File: config.mk
export PLATFORM = sky130hd
export DESIGN_NAME = dna_reader
export DESIGN_NICKNAME = d
export VERILOG_FILES = /design/src/rtl/dna_pkg.sv /design/src/rtl/dna_clk_gen.sv /design/src/rtl/dna_reader.sv
export SDC_FILE = /design/constraint.sdc
export NUM_CORES = 1
export LEC_CHECK = 0
export BUFFER_PORTS_ARGS = -buffer_cell sky130_fd_sc_hd__buf_2
export CAP_MARGIN = 20
export CORE_MARGIN = 2
export CORE_UTILIZATION = 55
export DETAILED_ROUTE_END_ITERATION = 6
export GPL_TIMING_DRIVEN = 0
export PLACE_DENSITY = 0.86
export SYNTH_ARGS = -nofsm -noshare
export SYNTH_HDL_FRONTEND = slang
export SYNTH_SLANG_ARGS = --single-unit
export TNS_END_PERCENT = 50
File: constraint.sdc
create_clock -name clk -period 5.3 [get_ports clk]
set_input_delay 0.53 -clock clk [delete_from_list [all_inputs] [get_ports clk]]
set_output_delay 0.53 -clock clk [all_outputs]
set_load 0.01 [all_outputs]
File: src/rtl/dna_pkg.sv
// Shared definitions for the device-DNA reader: identifier width and sequencer states.
package dna_pkg;

    localparam int DNA_W     = 57;
    localparam int BIT_CNT_W = $clog2(DNA_W + 1);

    typedef enum logic [1:0] {
        IDLE,
        LOAD,
        SHIFT,
        DONE
    } state_e;

endpackage

File: src/rtl/dna_clk_gen.sv
// Slow DNA_PORT clock: DIV clk cycles low, DIV high, with sample/end-of-high strobes.
module dna_clk_gen #(
    parameter int DIV = 4
) (
    input  logic clk,
    input  logic rst,
    input  logic run,
    input  logic suppress,
    output logic dna_clk,
    output logic smp,
    output logic end_hi
);

    localparam logic [7:0] LAST = 8'(DIV - 1);

    logic [7:0] phase_q, phase_d;
    logic       hi_q, hi_d;
    logic       clk_q, clk_d;
    logic       wrap;

    assign wrap    = run && (phase_q == LAST);
    assign smp     = wrap && !hi_q;
    assign end_hi  = wrap && hi_q;
    assign dna_clk = clk_q;

    // hi_q tracks the logical half-period even while the pin is suppressed,
    // so end_hi still fires after a swallowed rising edge.
    always_comb begin
        phase_d = phase_q;
        hi_d    = hi_q;
        clk_d   = clk_q;
        if (!run) begin
            phase_d = 8'd0;
            hi_d    = 1'b0;
            clk_d   = 1'b0;
        end else if (wrap) begin
            phase_d = 8'd0;
            hi_d    = !hi_q;
            clk_d   = !hi_q && !suppress;
        end else begin
            phase_d = phase_q + 8'd1;
        end
    end

    always_ff @(posedge clk) begin
        if (rst) begin
            phase_q <= 8'd0;
            hi_q    <= 1'b0;
            clk_q   <= 1'b0;
        end else begin
            phase_q <= phase_d;
            hi_q    <= hi_d;
            clk_q   <= clk_d;
        end
    end

endmodule

File: src/rtl/dna_reader.sv
// Reads the 57-bit device identifier out of DNA_PORT serially (MSB first) and
// presents it in parallel; dna is meaningful only while dna_vld is high.
module dna_reader
    import dna_pkg::*;
#(
    parameter int DIV  = 4,
    parameter bit AUTO = 1'b1
) (
    input  logic             clk,
    input  logic             rst,
    input  logic             start,
    output logic             busy,
    output logic [DNA_W-1:0] dna,
    output logic             dna_vld,
    output logic             dna_clk,
    output logic             dna_read,
    output logic             dna_shift,
    input  logic             dna_dout,
    output state_e           dbg_state
);

    localparam logic [BIT_CNT_W-1:0] LAST_BIT = BIT_CNT_W'(DNA_W - 1);
    localparam logic [BIT_CNT_W-1:0] ALL_BITS = BIT_CNT_W'(DNA_W);

    state_e               state_q, state_d;
    logic                 auto_q, auto_d;
    logic                 busy_q, busy_d;
    logic                 vld_q, vld_d;
    logic                 read_q, read_d;
    logic                 shift_q, shift_d;
    logic [DNA_W-1:0]     dna_q, dna_d;
    logic [DNA_W-1:0]     sr_q, sr_d;
    logic [BIT_CNT_W-1:0] bit_q, bit_d;

    logic run, suppress, smp, end_hi;

    assign run      = (state_q == LOAD) || (state_q == SHIFT);
    // The last sample coincides with what would be the 57th rising edge; hold the pin low.
    assign suppress = (state_q == SHIFT) && smp && (bit_q == LAST_BIT);

    dna_clk_gen #(
        .DIV(DIV)
    ) u_clk_gen (
        .clk     (clk),
        .rst     (rst),
        .run     (run),
        .suppress(suppress),
        .dna_clk (dna_clk),
        .smp     (smp),
        .end_hi  (end_hi)
    );

    always_comb begin
        state_d = state_q;
        auto_d  = auto_q;
        busy_d  = busy_q;
        vld_d   = vld_q;
        read_d  = read_q;
        shift_d = shift_q;
        dna_d   = dna_q;
        sr_d    = sr_q;
        bit_d   = bit_q;
        case (state_q)
            IDLE: begin
                if (start || auto_q) begin
                    state_d = LOAD;
                    auto_d  = 1'b0;
                    busy_d  = 1'b1;
                    vld_d   = 1'b0;
                    read_d  = 1'b1;
                end
            end
            LOAD: begin
                if (end_hi) begin
                    state_d = SHIFT;
                    read_d  = 1'b0;
                    shift_d = 1'b1;
                    bit_d   = '0;
                end
            end
            SHIFT: begin
                if (smp) begin
                    sr_d  = {sr_q[DNA_W-2:0], dna_dout};
                    bit_d = bit_q + BIT_CNT_W'(1);
                    if (bit_q == LAST_BIT) begin
                        shift_d = 1'b0;
                    end
                end
                if (end_hi && (bit_q == ALL_BITS)) begin
                    state_d = DONE;
                    dna_d   = sr_q;
                    vld_d   = 1'b1;
                    busy_d  = 1'b0;
                end
            end
            DONE: begin
                if (start) begin
                    state_d = LOAD;
                    busy_d  = 1'b1;
                    vld_d   = 1'b0;
                    read_d  = 1'b1;
                end
            end
            default: state_d = IDLE;
        endcase
    end

    always_ff @(posedge clk) begin
        if (rst) begin
            state_q <= IDLE;
            auto_q  <= AUTO;
            busy_q  <= 1'b0;
            vld_q   <= 1'b0;
            read_q  <= 1'b0;
            shift_q <= 1'b0;
            dna_q   <= '0;
            sr_q    <= '0;
            bit_q   <= '0;
        end else begin
            state_q <= state_d;
            auto_q  <= auto_d;
            busy_q  <= busy_d;
            vld_q   <= vld_d;
            read_q  <= read_d;
            shift_q <= shift_d;
            dna_q   <= dna_d;
            sr_q    <= sr_d;
            bit_q   <= bit_d;
        end
    end

    assign busy      = busy_q;
    assign dna       = dna_q;
    assign dna_vld   = vld_q;
    assign dna_read  = read_q;
    assign dna_shift = shift_q;
    assign dbg_state = state_q;

endmodule

==> run_results.csv, run 1 <==
group,metric,value,unit
timing,grt_setup_unrepaired,"false",
timing,worst-slew-pin-transition,699,ps
critical_path,worst_setup_path_end_kind,"flip-flop",
synth,dominantRegCellSynth,"dfxtp_1",
worst_hold_path,hold_path.class,"primary input to flip-flop",
floorplan,rows,35,
floorplan,initial_utilization,0.571,
synth,syn_avg_cell_area,8.28,um2
place,numPortBuffers,66,
clock_network,tritoncts,"yes",
synth,synth_cell_types,41,
synth,synth_warnings,0,
timing,max_freq,0.384,GHz
critical_path,worstPathMaxFanout,8,
drt,drt_iter0_drc,330,
drt,dr.pass1.iters,5,
floorplan,core-area,0.00928,mm2
final_layout,drive_gt1_frac,0.159,
synth,muxShareOfSynthArea,0.0104,
clock_network,hold_buffers,0,
synth,synth_cells,640,
clock_network,post_cts_buffers,0,
synth,synth_xor_area_frac,0.0116,
worst_hold_path,min_to,"sr_q[0]",
synth,netlist.area_leader.share,0.518,
floorplan,die_h,102,um
power_and_ir_drop,p_leak,2.34,nW
critical_path,timing.rr.end,"busy",
final_layout,area_growth,20.4,%
drt,wl_met3,653,um
clock_network,clk_path_buf_depth,2,
final_layout,nets,738,
critical_path,critPathKind,"flip-flop to flip-flop",
drt,drc,0,
critical_path,r2r_cells,7,
timing,setup_tns,0,ps
synth,synth.most_common_cell,"dfxtp_1",
synth,synth-simple-area-share,0.200,
drt,wire_per_inst,14.1,um
global_routing,grt_usage,0.246,
floorplan,io_pins,68,
place,gp_congestion,0.778,
global_routing,grt_pass1_wl,20.1,mm
clock_network,cts_resized,0,
floorplan,die_area,0.0104,mm2
timing,hold_viol,0,
timing,period_minus_slack,2610,ps
synth,yosys-top-cells-area,"dfxtp_1, a21oi_1, nand2_1",
critical_path,cp-start-kind,"flip-flop",
clock_network,cts.sink_count,137,
power_and_ir_drop,irDropWorstVdd,0.227,mV
place,post-dp-hpwl,8.31,mm
synth,synth_compound_area_frac,0.192,
global_routing,grt_max_degree,17,
synth,synth_top_area_cell,"dfxtp_1",
global_routing,grt_pass1_vias,4473,
clock_network,cts_made_buffers,17,
critical_path,arrival,3020,ps
synth,synthArstFlopShare,0,
worst_hold_path,min_path_cells,3,
drt,num_vias,4859,
drt,vias_per_cell,5.60,
job,cap_violations,0,
synth,ys_ff_latch,137,
synth,synthAdderAreaFrac,0.0213,
critical_path,cp.required,5710,ps
global_routing,antenna_found_initial,0,
critical_path,path_cells,"inv_1, ha_1, nor4bb_1, buf_2, nand4_4, a2111oi_2, mux2_1",
clock_network,clk_latency,530,ps
global_routing,grt_remaining_overflow,0,
worst_hold_path,hold_start,"dna_dout",
drt,wl_met2,5.87,mm
status,status,"completed",
critical_path,cp_slowest_cell,"a2111oi_2",
timing,post-route-period-util,0.492,
synth,synth_nets,653,
clock_network,root_buffer,"clkbuf_8",
clock_network,cts_max_level,4,
synth,ys_seq_area_frac,0.518,
drt,ant_nets,0,
timing,clock_skew,8.12,ps
power_and_ir_drop,p_total,2.54,mW
clock_network,clkTransAtPathRegs,60,ps
floorplan,die_x,102,um
drt,drt-met1-wl,5.35,mm
critical_path,cpPeakStageDelay,540,ps
timing,finalSetupViolCount,0,
drt,drt_wl_total,12.2,mm
timing,slew_headroom,0.533,
final_layout,diodes,0,
synth,synth_edf_count,0,
synth,syn_area,0.00530,mm2
power_and_ir_drop,powerDensity,398,mW/mm2
timing,slew_viol_final,0,
drt,maxUsedRoutingLayer,"met4",
synth,yosys-top-cells-count,"dfxtp_1, nand2_1, a21oi_1, nand3_1, o21ai_0",
critical_path,r2r-start,"dbg_state[0]",
synth,synth_top_family_by_area,"simple AND/OR/NAND/NOR gates",
critical_path,rrSetupSlack,2690,ps
layer usage:
layer  global-route usage  up-vias
met5                    0        -
met4                0.108        0
met3               0.0622       38
met2                0.397      156
met1                0.313     2286
li1                     -     2379
cell usage in the layout, fill, tap and decap left out, types with 3 or more instances in the layout:
master,netlist,layout
inv_1,9,9
nand2_1,123,123
clkinv_4,0,6
nor2_1,15,15
dfxtp_1,137,137
nor2b_1,3,3
mux2_1,3,3
clkbuf_16,0,16
ha_1,9,9
a21oi_1,119,119
inv_6,0,3
a32o_1,3,3
buf_2,10,76
xor2_1,5,5
nand3_1,66,66
clkbuf_1,42,42
o21ai_0,62,62
layout make-up:
cell class | instances | area [um2]
Multi-Input combinational cell | 440 | 2300
Sequential cell | 137 | 2740
Clock buffer | 18 | 428
Inverter | 9 | 33.8
Clock inverter | 14 | 163
Timing Repair Buffer | 66 | 330
Tap cell | 129 | 161
Fill cell | 727 | 2900
Buffer | 54 | 219
where the power goes:
| part | leakage, nW | switching, mW | internal [mW] |
|---|---|---|---|
| registers | 1.10 | 0.0180 | 1.05 |
| clock network | 0.288 | 0.468 | 0.692 |
| logic | 0.952 | 0.209 | 0.0996 |
| total | 2.34 | 0.696 | 1.84 |
registers in the layout (all words and copies together), names as in the netlist:
name               count
u_clk_gen.phase_q      8
auto_q                 1
dna_read               1
dbg_state              2
sr_q                  57
busy                   1
u_clk_gen.dna_clk      1
dna                   57
dna_shift              1
dna_vld                1
bit_q                  6
u_clk_gen.hi_q         1
logic make-up after synthesis:
logic type	after synthesis
adder cells (fa/ha/maj)	9
multiplexers	5
XOR/XNOR	7
flip-flops	137
buffers and inverters	63
AO/OA/AOI/OAI	191
AND/OR/NAND/NOR	228
worst max path at each step:
| stage | from | to | depth (start not counted) |
|---|---|---|---|
| CTS | dbg_state[0] | busy | 7 |
| global route | dbg_state[0] | dna[53] | 7 |
| finish | dbg_state[0] | busy | 7 |
| detailed placement | dbg_state[0] | busy | 7 |
| floorplan | dbg_state[0] | busy | 7 |
| global placement | dbg_state[0] | dna_vld | 7 |
stage by stage:
step / util / worst slack (ps) / hold WS [ps] / area [um2] / cells
after detailed placement: 0.624 / 2720 / 445 / 5790 / 835
final: 0.687 / 2690 / 280 / 6380 / 867
after CTS: 0.687 / 2720 / 263 / 6380 / 867
after global routing: 0.687 / 2540 / 291 / 6380 / 867
after floorplan: - / 2980 / 413 / 5300 / 640
after global placement: 0.624 / 2810 / 423 / 5790 / 835
critical path, delay by kind of cell, from the launching register on:
family,cells,cell delay (ps)
and+or+nand+nor,2,450
AOI/OAI and AO/OA,1,540
buffers and inverters,2,370
muxes,1,360
DFF,1,420
adders and majority gates,1,340
(Power assumes the default switching activity.)
==> run 2: changes to the inputs <==
==> constraint.sdc (replaced) <==
create_clock -name clk -period 2.52 [get_ports clk]
set_input_delay 0.252 -clock clk [delete_from_list [all_inputs] [get_ports clk]]
set_output_delay 0.252 -clock clk [all_outputs]
set_load 0.01 [all_outputs]
==> run 2 against run 1 <==
- setup slack lost 2600 ps
- critical path type unchanged
- critical path depth is the same
- hold slack lost 110 ps
- critical endpoint is now dbg_state[0]
- final cell count grew 0.23%
- highest routed layer unchanged
- die area is the same
- largest cell class unchanged
- first-iteration DRC count grew 5.8%
- clock skew grew 0.96 ps
- sequential power grew 110%
- clock power grew 110%
- total power grew 110%
==> run_results.csv, run 2 (synthesized netlist as in run 1, its figures left out) <==
group,metric,value,unit
critical_path,worst_setup_path_end_kind,"flip-flop",
power_and_ir_drop,powerDensity,835,mW/mm2
critical_path,arrival,2820,ps
job,cap_violations,0,
clock_network,cts_made_buffers,17,
timing,hold_viol,0,
place,gp_congestion,0.778,
timing,clock_skew,9.08,ps
timing,slew_viol_final,0,
power_and_ir_drop,seq_power_share,0.418,
critical_path,worstPathMaxFanout,8,
status,status,"completed",
clock_network,cts.sink_count,137,
critical_path,cp-start-kind,"flip-flop",
clock_network,root_buffer,"clkbuf_8",
worst_hold_path,hold_path.class,"primary input to flip-flop",
floorplan,initial_utilization,0.571,
critical_path,path_cells,"inv_1, ha_1, nor4bb_1, buf_4, nand4_4, a2111oi_4, mux2_1",
clock_network,clk_latency,530,ps
floorplan,io_pins,68,
critical_path,rrSetupSlack,110,ps
final_layout,area_growth,21.8,%
power_and_ir_drop,clkPwrFrac,0.453,
drt,drc,0,
power_and_ir_drop,combPwrFrac,0.128,
critical_path,critPathKind,"flip-flop to flip-flop",
timing,slew_headroom,0.446,
critical_path,critical-path-top-delay-family,"simple AND/OR/NAND/NOR gates",
drt,vias_per_cell,5.63,
final_layout,final_cell_mix,"dfxtp_1, nand2_1, a21oi_1",
global_routing,grt_remaining_overflow,0,
floorplan,rows,35,
power_and_ir_drop,switching_share,0.277,
clock_network,cts_max_level,4,
power_and_ir_drop,p_total,5.39,mW
global_routing,antenna_found_initial,0,
timing,grt_setup_unrepaired,"false",
timing,worst-slew-pin-transition,829,ps
place,numPortBuffers,66,
floorplan,die_h,102,um
power_and_ir_drop,power_switching,1.49,mW
global_routing,grt_max_degree,17,
floorplan,core-area,0.00928,mm2
power_and_ir_drop,internal-power,3.90,mW
timing,setup_tns,0,ps
global_routing,grt_pass1_wl,20.1,mm
timing,period_minus_slack,2410,ps
drt,drt_wl_total,12.7,mm
final_layout,utilization,0.695,
clock_network,clkTransAtPathRegs,60,ps
final_layout,diodes,0,
drt,dr.pass1.iters,5,
timing,max_freq,0.416,GHz
power_and_ir_drop,irDropWorstVdd,0.484,mV
power_and_ir_drop,p_leak,2.38,nW
drt,drt_iter0_drc,349,
global_routing,grt_pass1_vias,4477,
timing,post-route-period-util,0.955,
clock_network,clk_path_buf_depth,2,
final_layout,layout_commonest_cell,"dfxtp_1",
drt,ant_nets,0,
place,post-dp-hpwl,8.31,mm
clock_network,tritoncts,"yes",
floorplan,die_area,0.0104,mm2
timing,finalSetupViolCount,0,
critical_path,cp_slowest_cell,"a2111oi_4",
global_routing,grt_usage,0.246,
drt,wire_per_inst,14.6,um
critical_path,cpPeakStageDelay,450,ps
drt,num_vias,4890,
final_layout,nets,740,
floorplan,die_x,102,um
critical_path,cp.required,2930,ps
final_layout,drive_gt1_frac,0.177,
critical_path,path_buf_inv,2,
-- run 2: cell count changes in the layout (fill, tap and decap cells not counted), moves of 2 or more --
cell      previous run  this run
buf_4                1         3
clkbuf_4             0         6
dfxtp_2              0         2
dfxtp_1            137       135
clkbuf_1            42        34
buf_2               76        68
o21ai_0             62        53
o21ai_1              0         8
clkbuf_2             0         9
-- run 2: layout make-up --
| cell class | instances | area (um2) |
|---|---|---|
| plain buffers | 54 | 254 |
| clock buffers | 18 | 428 |
| clock inverters | 14 | 163 |
| fillers | 714 | 2830 |
| inverters | 9 | 33.8 |
| multi-input cells | 440 | 2320 |
| flip-flops and latches | 137 | 2750 |
| well taps | 129 | 161 |
| repair buffers | 68 | 348 |
-- run 2: worst paths after layout --
path / startpoint / to / depth (start not counted)
hold reg to reg: u_clk_gen.phase_q[0] / u_clk_gen.phase_q[0] / 1
hold / removal: rst / dbg_state[0] / 3
setup / recovery: dbg_state[0] / dbg_state[0] / 7
setup reg to reg: dbg_state[0] / dbg_state[0] / 7
-- run 2: per-layer routing --
| layer | up-vias | part of all wire | global-route usage |
|---|---|---|---|
| met5 | - | 0 | 0 |
| met4 | 0 | 0.026 | 0.108 |
| met3 | 33 | 0.054 | 0.0622 |
| met2 | 179 | 0.48 | 0.398 |
| li1 | 2380 | - | - |
| met1 | 2298 | 0.44 | 0.314 |
-- run 2: worst register-to-register path, delay by kind of cell, from the launching register on --
kind,cells,cell delay (ps)
buf+inv,2,300
compound gates,1,450
mux,1,360
fa+ha+maj,1,340
flops,1,370
simple gates,2,470
-- run 2: through the flow --
step                      hold WS (ps)  cell area (um2)  setup WS, ps  cells
after floorplan                    392             5300           199    640
after global placement             423             5790          30.3    835
after detailed placement           445             5790         -58.7    835
after CTS                          158             6390         -64.8    868
after global routing               200             6450          32.1    869
final                              173             6450           114    869
-- run 2: power by group through the flow --
stage	registers (mW)	clock network [mW]	logic, mW
finish	2.26	2.44	0.690
global route	2.26	2.57	0.750
CTS	2.25	2.47	0.646
detailed placement	2.30	0	0.642
global placement	2.29	0	0.611
floorplan	2.31	0	0.442
-- run 2: timing repair --
| action | CTS | global route |
|---|---|---|
| hold buffers | 1 | 0 |
| setup endpoints to repair | 10 | 73 |
| pin swaps | 0 | 2 |
| hold endpoints to repair | 1 | 0 |
| setup buffers | 0 | 1 |
| resized for setup | 2 | 38 |
